`config.mk`:
```
export PLATFORM = sky130hd
export DESIGN_NAME = cpu6_bus_arbiter
export DESIGN_NICKNAME = d
export VERILOG_FILES = /design/src/rtl/cpu6_bus_pkg.sv /design/src/rtl/cpu6_bus_arbiter_rr_picker.sv /design/src/rtl/cpu6_bus_arbiter.sv
export SDC_FILE = /design/constraint.sdc
export NUM_CORES = 1
export LEC_CHECK = 0
export BUFFER_PORTS_ARGS = -buffer_cell sky130_fd_sc_hd__buf_2
export CORE_MARGIN = 4
export CORE_UTILIZATION = 41
export DETAILED_ROUTE_END_ITERATION = 12
export GPL_TIMING_DRIVEN = 0
export MAX_ROUTING_LAYER = met4
export PLACE_DENSITY = 0.81
export SLEW_MARGIN = 15
export SYNTH_ARGS = -nofsm -noshare
export SYNTH_HDL_FRONTEND = slang
export SYNTH_SLANG_ARGS = --single-unit
export TNS_END_PERCENT = 1
```
`constraint.sdc`:
```
create_clock -name clock -period 2.3 [get_ports clock]
set_input_delay 0.575 -clock clock [delete_from_list [all_inputs] [get_ports clock]]
set_output_delay 0.575 -clock clock [all_outputs]
set_load 0.01 [all_outputs]
```
`src/rtl/cpu6_bus_pkg.sv`:
```
// Shared types and constants for the CPU6 memory-bus arbitration logic.
package cpu6_bus_pkg;

    localparam int BUS_AW = 16;
    localparam int BUS_DW = 8;

    localparam logic [2:0] OWNER_CPU = 3'd0;

    typedef enum logic [1:0] {
        CPU_OWN = 2'd0,
        HOLD    = 2'd1,
        GRANT   = 2'd2,
        RELEASE = 2'd3
    } arbState_t;

endpackage

```
`src/rtl/cpu6_bus_arbiter_rr_picker.sv`:
```
// Combinational round-robin picker: first set request at or above ptr, wrapping.
module rr_picker #(
    parameter int N  = 2,
    parameter int PW = (N > 1) ? $clog2(N) : 1
) (
    input  logic [N-1:0]  req,
    input  logic [PW-1:0] ptr,
    output logic [N-1:0]  pick,
    output logic [PW-1:0] idx,
    output logic          any
);

    localparam int unsigned NU = N;

    always_comb begin
        int unsigned j;
        pick = '0;
        idx  = '0;
        any  = 1'b0;
        j    = 0;
        for (int unsigned i = 0; i < NU; i++) begin
            j = 32'(ptr) + i;
            if (j >= NU) j = j - NU;
            if (!any && req[j]) begin
                any     = 1'b1;
                pick[j] = 1'b1;
                idx     = PW'(j);
            end
        end
    end

endmodule

```
`src/rtl/cpu6_bus_arbiter.sv`:
```
// Shares the CPU6 bus between the CPU (default owner) and NUM_DMA round-robin
// DMA requesters; the CPU is stalled via cpu_hold only at bus-cycle boundaries.
module cpu6_bus_arbiter
    import cpu6_bus_pkg::*;
#(
    parameter int NUM_DMA   = 2,
    parameter int MAX_BURST = 16
) (
    input  logic                      clock,
    input  logic                      reset,
    input  logic [BUS_AW-1:0]         cpu_addr,
    input  logic [BUS_DW-1:0]         cpu_wdata,
    input  logic                      cpu_we,
    input  logic                      cpu_cycle_end,
    output logic                      cpu_hold,
    input  logic [NUM_DMA-1:0]        dma_req,
    output logic [NUM_DMA-1:0]        dma_gnt,
    input  logic [NUM_DMA*BUS_AW-1:0] dma_addr,
    input  logic [NUM_DMA*BUS_DW-1:0] dma_wdata,
    input  logic [NUM_DMA-1:0]        dma_we,
    output logic [BUS_AW-1:0]         bus_addr,
    output logic [BUS_DW-1:0]         bus_wdata,
    output logic                      bus_we,
    output logic [2:0]                bus_owner
);

    localparam int IDX_W = (NUM_DMA > 1) ? $clog2(NUM_DMA) : 1;
    localparam int CNT_W = $clog2(MAX_BURST + 1);
    localparam logic [CNT_W-1:0] BURST_LAST = CNT_W'(MAX_BURST);
    localparam logic [IDX_W-1:0] IDX_LAST   = IDX_W'(NUM_DMA - 1);

    arbState_t          state;
    logic               credit;
    logic [IDX_W-1:0]   rrPtr;
    logic [CNT_W-1:0]   beatCnt;
    logic [CNT_W-1:0]   beatNext;
    logic [NUM_DMA-1:0] winOh;
    logic [IDX_W-1:0]   winIdx;
    logic [IDX_W-1:0]   ptrAfterWin;
    logic               winReq;

    logic [NUM_DMA-1:0] pickOh;
    logic [IDX_W-1:0]   pickIdx;
    logic               pickAny;

    rr_picker #(
        .N  (NUM_DMA),
        .PW (IDX_W)
    ) uPick (
        .req  (dma_req),
        .ptr  (rrPtr),
        .pick (pickOh),
        .idx  (pickIdx),
        .any  (pickAny)
    );

    assign winReq      = |(dma_req & winOh);
    assign ptrAfterWin = (winIdx == IDX_LAST) ? '0 : winIdx + 1'b1;
    assign beatNext    = (beatCnt == BURST_LAST) ? beatCnt : beatCnt + 1'b1;

    // Outputs are registered from the next-state decision, so they change
    // in the same cycle the state does.
    always_ff @(posedge clock or negedge reset) begin
        if (!reset) begin
            state     <= CPU_OWN;
            credit    <= 1'b1;
            rrPtr     <= '0;
            beatCnt   <= '0;
            winOh     <= '0;
            winIdx    <= '0;
            cpu_hold  <= 1'b0;
            dma_gnt   <= '0;
            bus_owner <= OWNER_CPU;
        end else begin
            case (state)
                CPU_OWN: begin
                    if (cpu_cycle_end) credit <= 1'b1;
                    if (credit && pickAny) begin
                        state    <= HOLD;
                        winOh    <= pickOh;
                        winIdx   <= pickIdx;
                        cpu_hold <= 1'b1;
                    end
                end
                HOLD: begin
                    if (!winReq) begin
                        state    <= CPU_OWN;
                        cpu_hold <= 1'b0;
                    end else if (cpu_cycle_end) begin
                        state     <= GRANT;
                        beatCnt   <= '0;
                        credit    <= 1'b0;
                        dma_gnt   <= winOh;
                        bus_owner <= 3'(winIdx) + 3'd1;
                    end
                end
                GRANT: begin
                    beatCnt <= beatNext;
                    if (!winReq || beatNext == BURST_LAST) begin
                        state     <= RELEASE;
                        dma_gnt   <= '0;
                        bus_owner <= OWNER_CPU;
                        rrPtr     <= ptrAfterWin;
                    end
                end
                RELEASE: begin
                    state    <= CPU_OWN;
                    cpu_hold <= 1'b0;
                end
                default: begin
                    state    <= CPU_OWN;
                    cpu_hold <= 1'b0;
                    dma_gnt  <= '0;
                end
            endcase
        end
    end

    always_comb begin
        logic weSel;
        bus_addr  = cpu_addr;
        bus_wdata = cpu_wdata;
        weSel     = cpu_we;
        for (int unsigned i = 0; i < NUM_DMA; i++) begin
            if (bus_owner == 3'(i + 1)) begin
                bus_addr  = dma_addr[i*BUS_AW +: BUS_AW];
                bus_wdata = dma_wdata[i*BUS_DW +: BUS_DW];
                weSel     = dma_we[i];
            end
        end
        bus_we = weSel && (state != RELEASE);
    end

endmodule

```
==> reports/metrics.csv, run 1 <==
stage,metric,value,unit
status,status,completed,
yosys,mapped cell area,0.00150,sq mm
sta,Final setup viols,0,
die,DIE AREA,0.00468,sq mm
pwr,Leak Pwr,1.11,nW
yosys,"FF+latch count, synth",17,
sta,final hold slack,0.231,ns
sta,crit share post-route,93.9,%
yosys,Syn. warnings,0,
cts,TritonCTS clock tree,yes,
yosys,Post-synth EDFFs,0,
routing,DRT iter0 DRCs,46,
cts,clock root buffer,clkbuf_8,
cts,CTS hold repair buffers,0,
yosys,Syn Nets,269,
worst_setup_path,arrival time worst endpoint,1.58,ns
die,Core Box Area,0.00344,sq mm
placed_design,number of port buffers,109,
die,Die H,68.4,microns
global_route,GRT overflow,0,
worst_setup_path,CP Class,reg -> out,
sta,clk_skew,0.00239,ns
routing,vias per cell,5.18,
sta,setup TNS,0,ns
pwr,Power Density,1190,mW/mm^2
worst_setup_path,critical path's most frequent cell,clkbuf_4,
global_route,GR Layer Usage met2,33.1,%
cts,CTS buffer count,3,
cts,"CTS clk-pin slew, worst paths",0.07,ns
cts,maximum root-to-sink buffer count,2,
sta,Highest Clock Rate,0.463,GHz
die,Initial Util,43.5,%
worst_hold_path,worst min path class,in -> async,
sta,RSZ-0062 raised after global routing,false,
worst_setup_path,slowest CP cell,dfrtp_1,
worst_setup_path,CP Capture Type,output port,
cells_and_area,final instance area,0.00217,sq mm
placed_design,"Cell Area, Placed",0.00210,sq mm
global_route,largest net degree at the start of global routing,18,
yosys,top_reg_cell synth,dfrtp_1,
cells_and_area,Area Overhead vs Synth,44.8,%
sta,pins over their slew limit,0,
yosys,Async SR Flop Fraction,100,%
cts,clk_lat worst skew,0.26,ns
worst_setup_path,Worst setup SP type,flop,
placed_design,Post-DP HPWL,3900,microns
global_route,vias in the first global route,1491,
global_route,met3 Usage GRT,2.30,%
worst_setup_path,crit path max fanout,10,
global_route,"Most Used Layer, Global Route",met2,
cts,Clock Sinks,17,
worst_setup_path,Reg2Reg Capture Point,dma_gnt[0]$_DFFE_PN0P_,
routing,via count,1788,
worst_setup_path,Worst R2R Setup Slack,0.28,ns
cells_and_area,# fillers,316,
cells_and_area,final-stage net count,382,
cts,post-CTS setup buffers,0,
flow_run,max-capacitance violation count,0,
placed_design,Placer Congestion,0.825,
die,row count,21,
pwr,peak supply drop,0.656,mV
global_route,initial antenna violation count,0,
die,Ports,111,
routing,Pre-antenna DRT Iters,4,
cts,H-Tree Level Count,1,
global_route,global-route wire length before repair,6690,microns
sta,Hold Fails Final Rpt,0,
routing,WL/cell,13.8,microns
routing,DRC viols,0,
yosys,sequential share of the synthesized area,28.5,%
worst_setup_path,worst r2r src,beatCnt[0]$_DFFE_PN0P_,
routing,final wirelength,4750,microns
cells_and_area,ANT cells,0,
yosys,synth unique cells,43,
global_route,met1 track demand over resource,22.7,%
die,Die W,68.4,microns
worst_setup_path,Worst Reg-to-Reg Cells,7,
routing,antenna-violating nets left,0,
sta,post-route minimum period,2.16,ns
global_route,Tot GR Track Use,18.9,%
cells_and_area,share of cells above drive strength 1,45.2,%
yosys,Syn Area/Cell,8.00,sq um
worst_setup_path,CP Cell Sequence,clkbuf_4 -> clkbuf_4 -> a211oi_1 -> a21oi_1 -> buf_2,
worst_setup_path,slowest cell delay on critical path,0.40,ns
worst_setup_path,CP required,1.73,ns
yosys,Mapped Cells,187,
-- repair_timing --
item	CTS	global route
cloned	0	0
resized for setup	5	11
endpoints found under the setup margin	22	20
pin swaps	0	0
-- where the power goes --
part           internal [mW]  total, mW  switching (mW)  leakage, nW
Clock                  0.120      0.226           0.105       0.0255
Sequential             0.432      0.582           0.150        0.214
Combinational          0.770       1.77           0.996        0.872
Total                   1.32       2.57            1.25         1.11
-- final cells by class --
cell class              count  area (sq um)  area share [%]
repair buffers            109           546            25.2
plain buffers              11          67.6            3.12
multi-input cells         151           996            46.0
well taps                  46          57.6            2.66
clock inverters             1          5.00           0.231
flip-flops and latches     17           428            19.7
inverters                   7          26.3            1.21
clock buffers               3          41.3            1.91
-- cells in the mapped netlist (all sizes together), types with 5 or more instances --
master	n	area [sq um]
a211oi	13	97.6
a21oi	13	65.1
a22o	5	43.8
buf	5	26.3
clkbuf	7	26.3
dfrtp	16	400
inv	7	26.3
mux2i	13	130
nand2	8	30.0
nor2	29	109
nor2b	13	81.3
o21ai	12	63.8
o22ai	14	87.6
-- cells in the final DEF (no fill, tap or decap), types with 7 or more instances in the layout --
cell | synthesis | final
a211oi_1 | 13 | 13
a21oi_1 | 13 | 13
buf_2 | 3 | 111
dfrtp_1 | 16 | 15
mux2i_1 | 13 | 13
nand2_1 | 8 | 7
nor2_1 | 29 | 29
nor2b_1 | 13 | 13
o21ai_1 | 8 | 8
o22ai_1 | 14 | 14
-- state kept, by name, summed over array words and instances, names as in the netlist, 2 cells and up, named ones only --
name,count
beatCnt,5
bus_owner,2
dma_gnt,2
winOh,2
-- how the worst max path moves through the flow --
stage	start	to	slack, ns	cells past startpoint
after CTS	bus_owner[0]$_DFFE_PN0P_	bus_addr[1]	0.02	5
after global placement	bus_owner[0]$_DFFE_PN0P_	bus_addr[5]	0.06	5
after detailed placement	bus_owner[1]$_DFFE_PN0P_	bus_addr[4]	0.04	6
after floorplan	bus_owner[1]$_DFFE_PN0P_	bus_addr[0]	0.30	5
final	bus_owner[0]$_DFFE_PN0P_	bus_addr[3]	0.14	5
after global routing	bus_owner[0]$_DFFE_PN0P_	bus_addr[4]	0.007	7
-- logic make-up (layout without fill, tap and decap cells) --
logic type	after synthesis	in the layout	share of synthesized area [%]
AOI/OAI and AO/OA	70	70	32.8
and+or+nand+nor	63	63	21.5
buffers and inverters	19	131	5.27
DFF	17	17	28.5
muxes	14	14	9.45
adders and majority gates	2	2	1.67
other	1	1	0.251
xor gates and xnor gates	1	1	0.585
-- metrics by stage --
step	worst slack [ns]	std cells	power, mW	util (%)
floorplan	0.299	187	1.71	-
global placement	0.0608	342	2.30	61.0
detailed placement	0.0414	342	2.32	61.0
CTS	0.0180	345	2.56	62.4
global route	0.00652	345	2.81	63.0
finish	0.141	345	2.57	63.0
-- critical path: cells and delay by family (launching register included) --
kind            cells  cell delay (ns)
buf+inv             3             0.62
compound gates      2             0.31
flops               1             0.40
-- layer usage --
layer | routed length [microns] | share of wire (%)
met5 | 0 | 0
met4 | 42 | 0.88
met2 | 2440 | 51
met3 | 393 | 8.3
met1 | 1870 | 39
(Power assumes the default switching activity.)
==> run 2: changes to the inputs <==
--- a/config.mk
+++ b/config.mk
@@ -5,14 +5,15 @@
 export SDC_FILE = /design/constraint.sdc
 export NUM_CORES = 1
 export LEC_CHECK = 0
+export ABC_AREA = 1
 export BUFFER_PORTS_ARGS = -buffer_cell sky130_fd_sc_hd__buf_2
 export CORE_MARGIN = 4
-export CORE_UTILIZATION = 41
+export CORE_UTILIZATION = 39
 export DETAILED_ROUTE_END_ITERATION = 12
 export GPL_TIMING_DRIVEN = 0
 export MAX_ROUTING_LAYER = met4
-export PLACE_DENSITY = 0.81
-export SLEW_MARGIN = 15
+export PLACE_DENSITY = 0.8
+export SLEW_MARGIN = 20
 export SYNTH_ARGS = -nofsm -noshare
 export SYNTH_HDL_FRONTEND = slang
 export SYNTH_SLANG_ARGS = --single-unit
==> reports/metrics.csv, run 2 <==
stage,metric,value,unit
status,status,completed,
cells_and_area,max reg flops,5,
yosys,"FF+latch count, synth",17,
cts,Clock Sinks,17,
worst_setup_path,CP Class,reg -> out,
die,Ports,111,
yosys,synth unique cells,28,
cts,CTS buffer count,3,
global_route,largest net degree at the start of global routing,18,
cts,H-Tree Level Count,1,
placed_design,Placer Congestion,0.825,
yosys,sequential share of the synthesized area,30.8,%
routing,vias per cell,4.69,
yosys,Post-synth EDFFs,0,
worst_setup_path,Crit path buffers/inverters,4,
yosys,mapped cell area,0.00138,sq mm
placed_design,number of port buffers,108,
routing,WL/cell,11.4,microns
cells_and_area,final-stage net count,414,
yosys,"area leader, netlist",dfrtp_1,
worst_setup_path,arrival time worst endpoint,1.59,ns
routing,final wirelength,4300,microns
cells_and_area,# fillers,333,
worst_setup_path,CP Cell Sequence,inv_2 -> nor2_4 -> buf_12 -> buf_2 -> nor3_1 -> nor2_1 -> buf_2,
yosys,share of the synthesized area in the top cell type,28.9,%
sta,pins over their slew limit,0,
pwr,Power Density,1140,mW/mm^2
placed_design,"Cell Area, Placed",0.00198,sq mm
yosys,Syn Nets,300,
routing,DRT iter0 DRCs,59,
sta,crit share post-route,94.2,%
sta,post-route minimum period,2.17,ns
worst_setup_path,"delay-heaviest family, CP",buffers and inverters,
pwr,peak supply drop,0.603,mV
die,Die W,67.6,microns
routing,via count,1767,
cells_and_area,most frequent cells in the layout,"buf_2, nand2_1, nand3_1",
sta,RSZ-0062 raised after global routing,false,
die,Core Box Area,0.00339,sq mm
worst_setup_path,Worst setup SP type,flop,
worst_setup_path,CP Capture Type,output port,
global_route,Tot GR Track Use,17.8,%
sta,Final setup viols,0,
global_route,GRT overflow,0,
die,row count,21,
worst_setup_path,critical path's most frequent cell,buf_2,
pwr,Leak Pwr,1.15,nW
cts,"CTS clk-pin slew, worst paths",0.09,ns
sta,clk_skew,0.00394,ns
yosys,Syn. warnings,0,
yosys,"top cells by count, synth","nand2_1, nand3_1, nor2_1",
die,DIE AREA,0.00457,sq mm
sta,setup TNS,0,ns
routing,DRC viols,0,
die,Initial Util,40.8,%
yosys,top_reg_cell synth,dfrtp_1,
global_route,vias in the first global route,1498,
cells_and_area,share of cells above drive strength 1,44.4,%
sta,final hold slack,0.194,ns
routing,antenna-violating nets left,0,
yosys,synth top area cells,"dfrtp_1, nand2_1, nand3_1",
worst_setup_path,slowest CP cell,dfrtp_1,
worst_hold_path,worst min path class,in -> async,
yosys,Async SR Flop Fraction,100,%
yosys,Mapped Cells,218,
cts,maximum root-to-sink buffer count,2,
yosys,Syn Area/Cell,6.35,sq um
sta,Hold Fails Final Rpt,0,
flow_run,max-capacitance violation count,0,
global_route,global-route wire length before repair,6240,microns
cts,TritonCTS clock tree,yes,
cts,clk_lat worst skew,0.28,ns
global_route,initial antenna violation count,0,
cells_and_area,"most common cell after layout, fill and taps aside",buf_2,
sta,Highest Clock Rate,0.461,GHz
worst_setup_path,crit path max fanout,10,
worst_setup_path,slowest cell delay on critical path,0.39,ns
routing,Pre-antenna DRT Iters,4,
cells_and_area,Biggest register,beatCnt,
cells_and_area,ANT cells,0,
yosys,most common cell in the netlist,nand2_1,
cts,clock root buffer,clkbuf_4,
cells_and_area,Area Overhead vs Synth,48.2,%
cells_and_area,final instance area,0.00205,sq mm
worst_setup_path,CP required,1.73,ns
placed_design,Post-DP HPWL,3580,microns
die,Die H,67.6,microns
cells_and_area,Final Util,60.5,%
==> run 2: cell count changes after synthesis, moves of 9 or more <==
cell and delta:
a211oi_1 -13, a21oi_1 -12, inv_2 +9, mux2i_1 -13
nand2_1 +60, nand3_1 +21, nor2_1 -12, nor2b_1 -13
nor3_1 +10
==> run 2: final cells by class <==
type / count / area, sq um / share of cell area (%)
inverters: 23 / 86.3 / 4.21
well taps: 46 / 57.6 / 2.81
repair buffers: 110 / 568 / 27.7
plain buffers: 8 / 45.0 / 2.20
clock buffers: 4 / 26.3 / 1.28
multi-input cells: 169 / 841 / 41.0
flip-flops and latches: 17 / 427 / 20.8
==> run 2: logic make-up (layout without fill, tap and decap cells) <==
| logic type | after synthesis | in the layout | synth area share [%] |
|---|---|---|---|
| AO/OA/AOI/OAI | 30 | 30 | 12.9 |
| XOR/XNOR | 1 | 1 | 1.18 |
| adder cells (fa/ha/maj) | 2 | 2 | 1.81 |
| buffers and inverters | 32 | 145 | 9.31 |
| flip-flops | 17 | 17 | 30.8 |
| other | 1 | 1 | 0.271 |
| AND/OR/NAND/NOR | 135 | 135 | 43.7 |
==> run 2: metrics by stage <==
stage                     total power [mW]  cells  worst slack, ns
after detailed placement              2.14    372            0.280
after CTS                             2.31    376           0.0225
final                                 2.34    377            0.133
after global placement                2.10    372            0.297
after floorplan                       1.56    218            0.517
after global routing                  2.59    377           0.0169
==> run 2: worst paths after layout <==
kind | from | end | slack [ns] | depth (start not counted)
min in group clock | winIdx$_DFFE_PN0P_ | rrPtr$_DFFE_PN0P_ | 0.51 | 1
max in group asynchronous | reset | credit$_DFFE_PN1P_ | 1.80 | 1
hold / removal | reset | cpu_hold$_DFFE_PN0P_ | 0.19 | 1
setup / recovery | bus_owner[1]$_DFFE_PN0P_ | bus_addr[6] | 0.13 | 7
setup reg to reg | beatCnt[0]$_DFFE_PN0P_ | rrPtr$_DFFE_PN0P_ | 0.69 | 13
hold reg to reg | winIdx$_DFFE_PN0P_ | rrPtr$_DFFE_PN0P_ | 0.51 | 1
==> run 2: report_power, final <==
part / total [mW] / internal, mW / switching [mW]
clock: 0.154 / 0.0673 / 0.0870
sequential: 0.535 / 0.425 / 0.109
combinational: 1.65 / 0.670 / 0.985
==> run 2: metal layers <==
metal  vias to the layer above  GRT usage [%]  wire length, microns
met2                        57           32.1                  2150
li1                        944              -                     -
met3                         6           3.33                   436
met4                         0           4.30                    42
met1                       760           20.0                  1670
met5                         -              -                     0
==> run 2: timing repair <==
item / CTS / global route
endpoints found under the setup margin: 13 / 21
pin swaps: 0 / 1
gates resized for setup: 3 / 6
setup buffers: 0 / 2
hold buffers: 0 / 0
cloned: 0 / 0
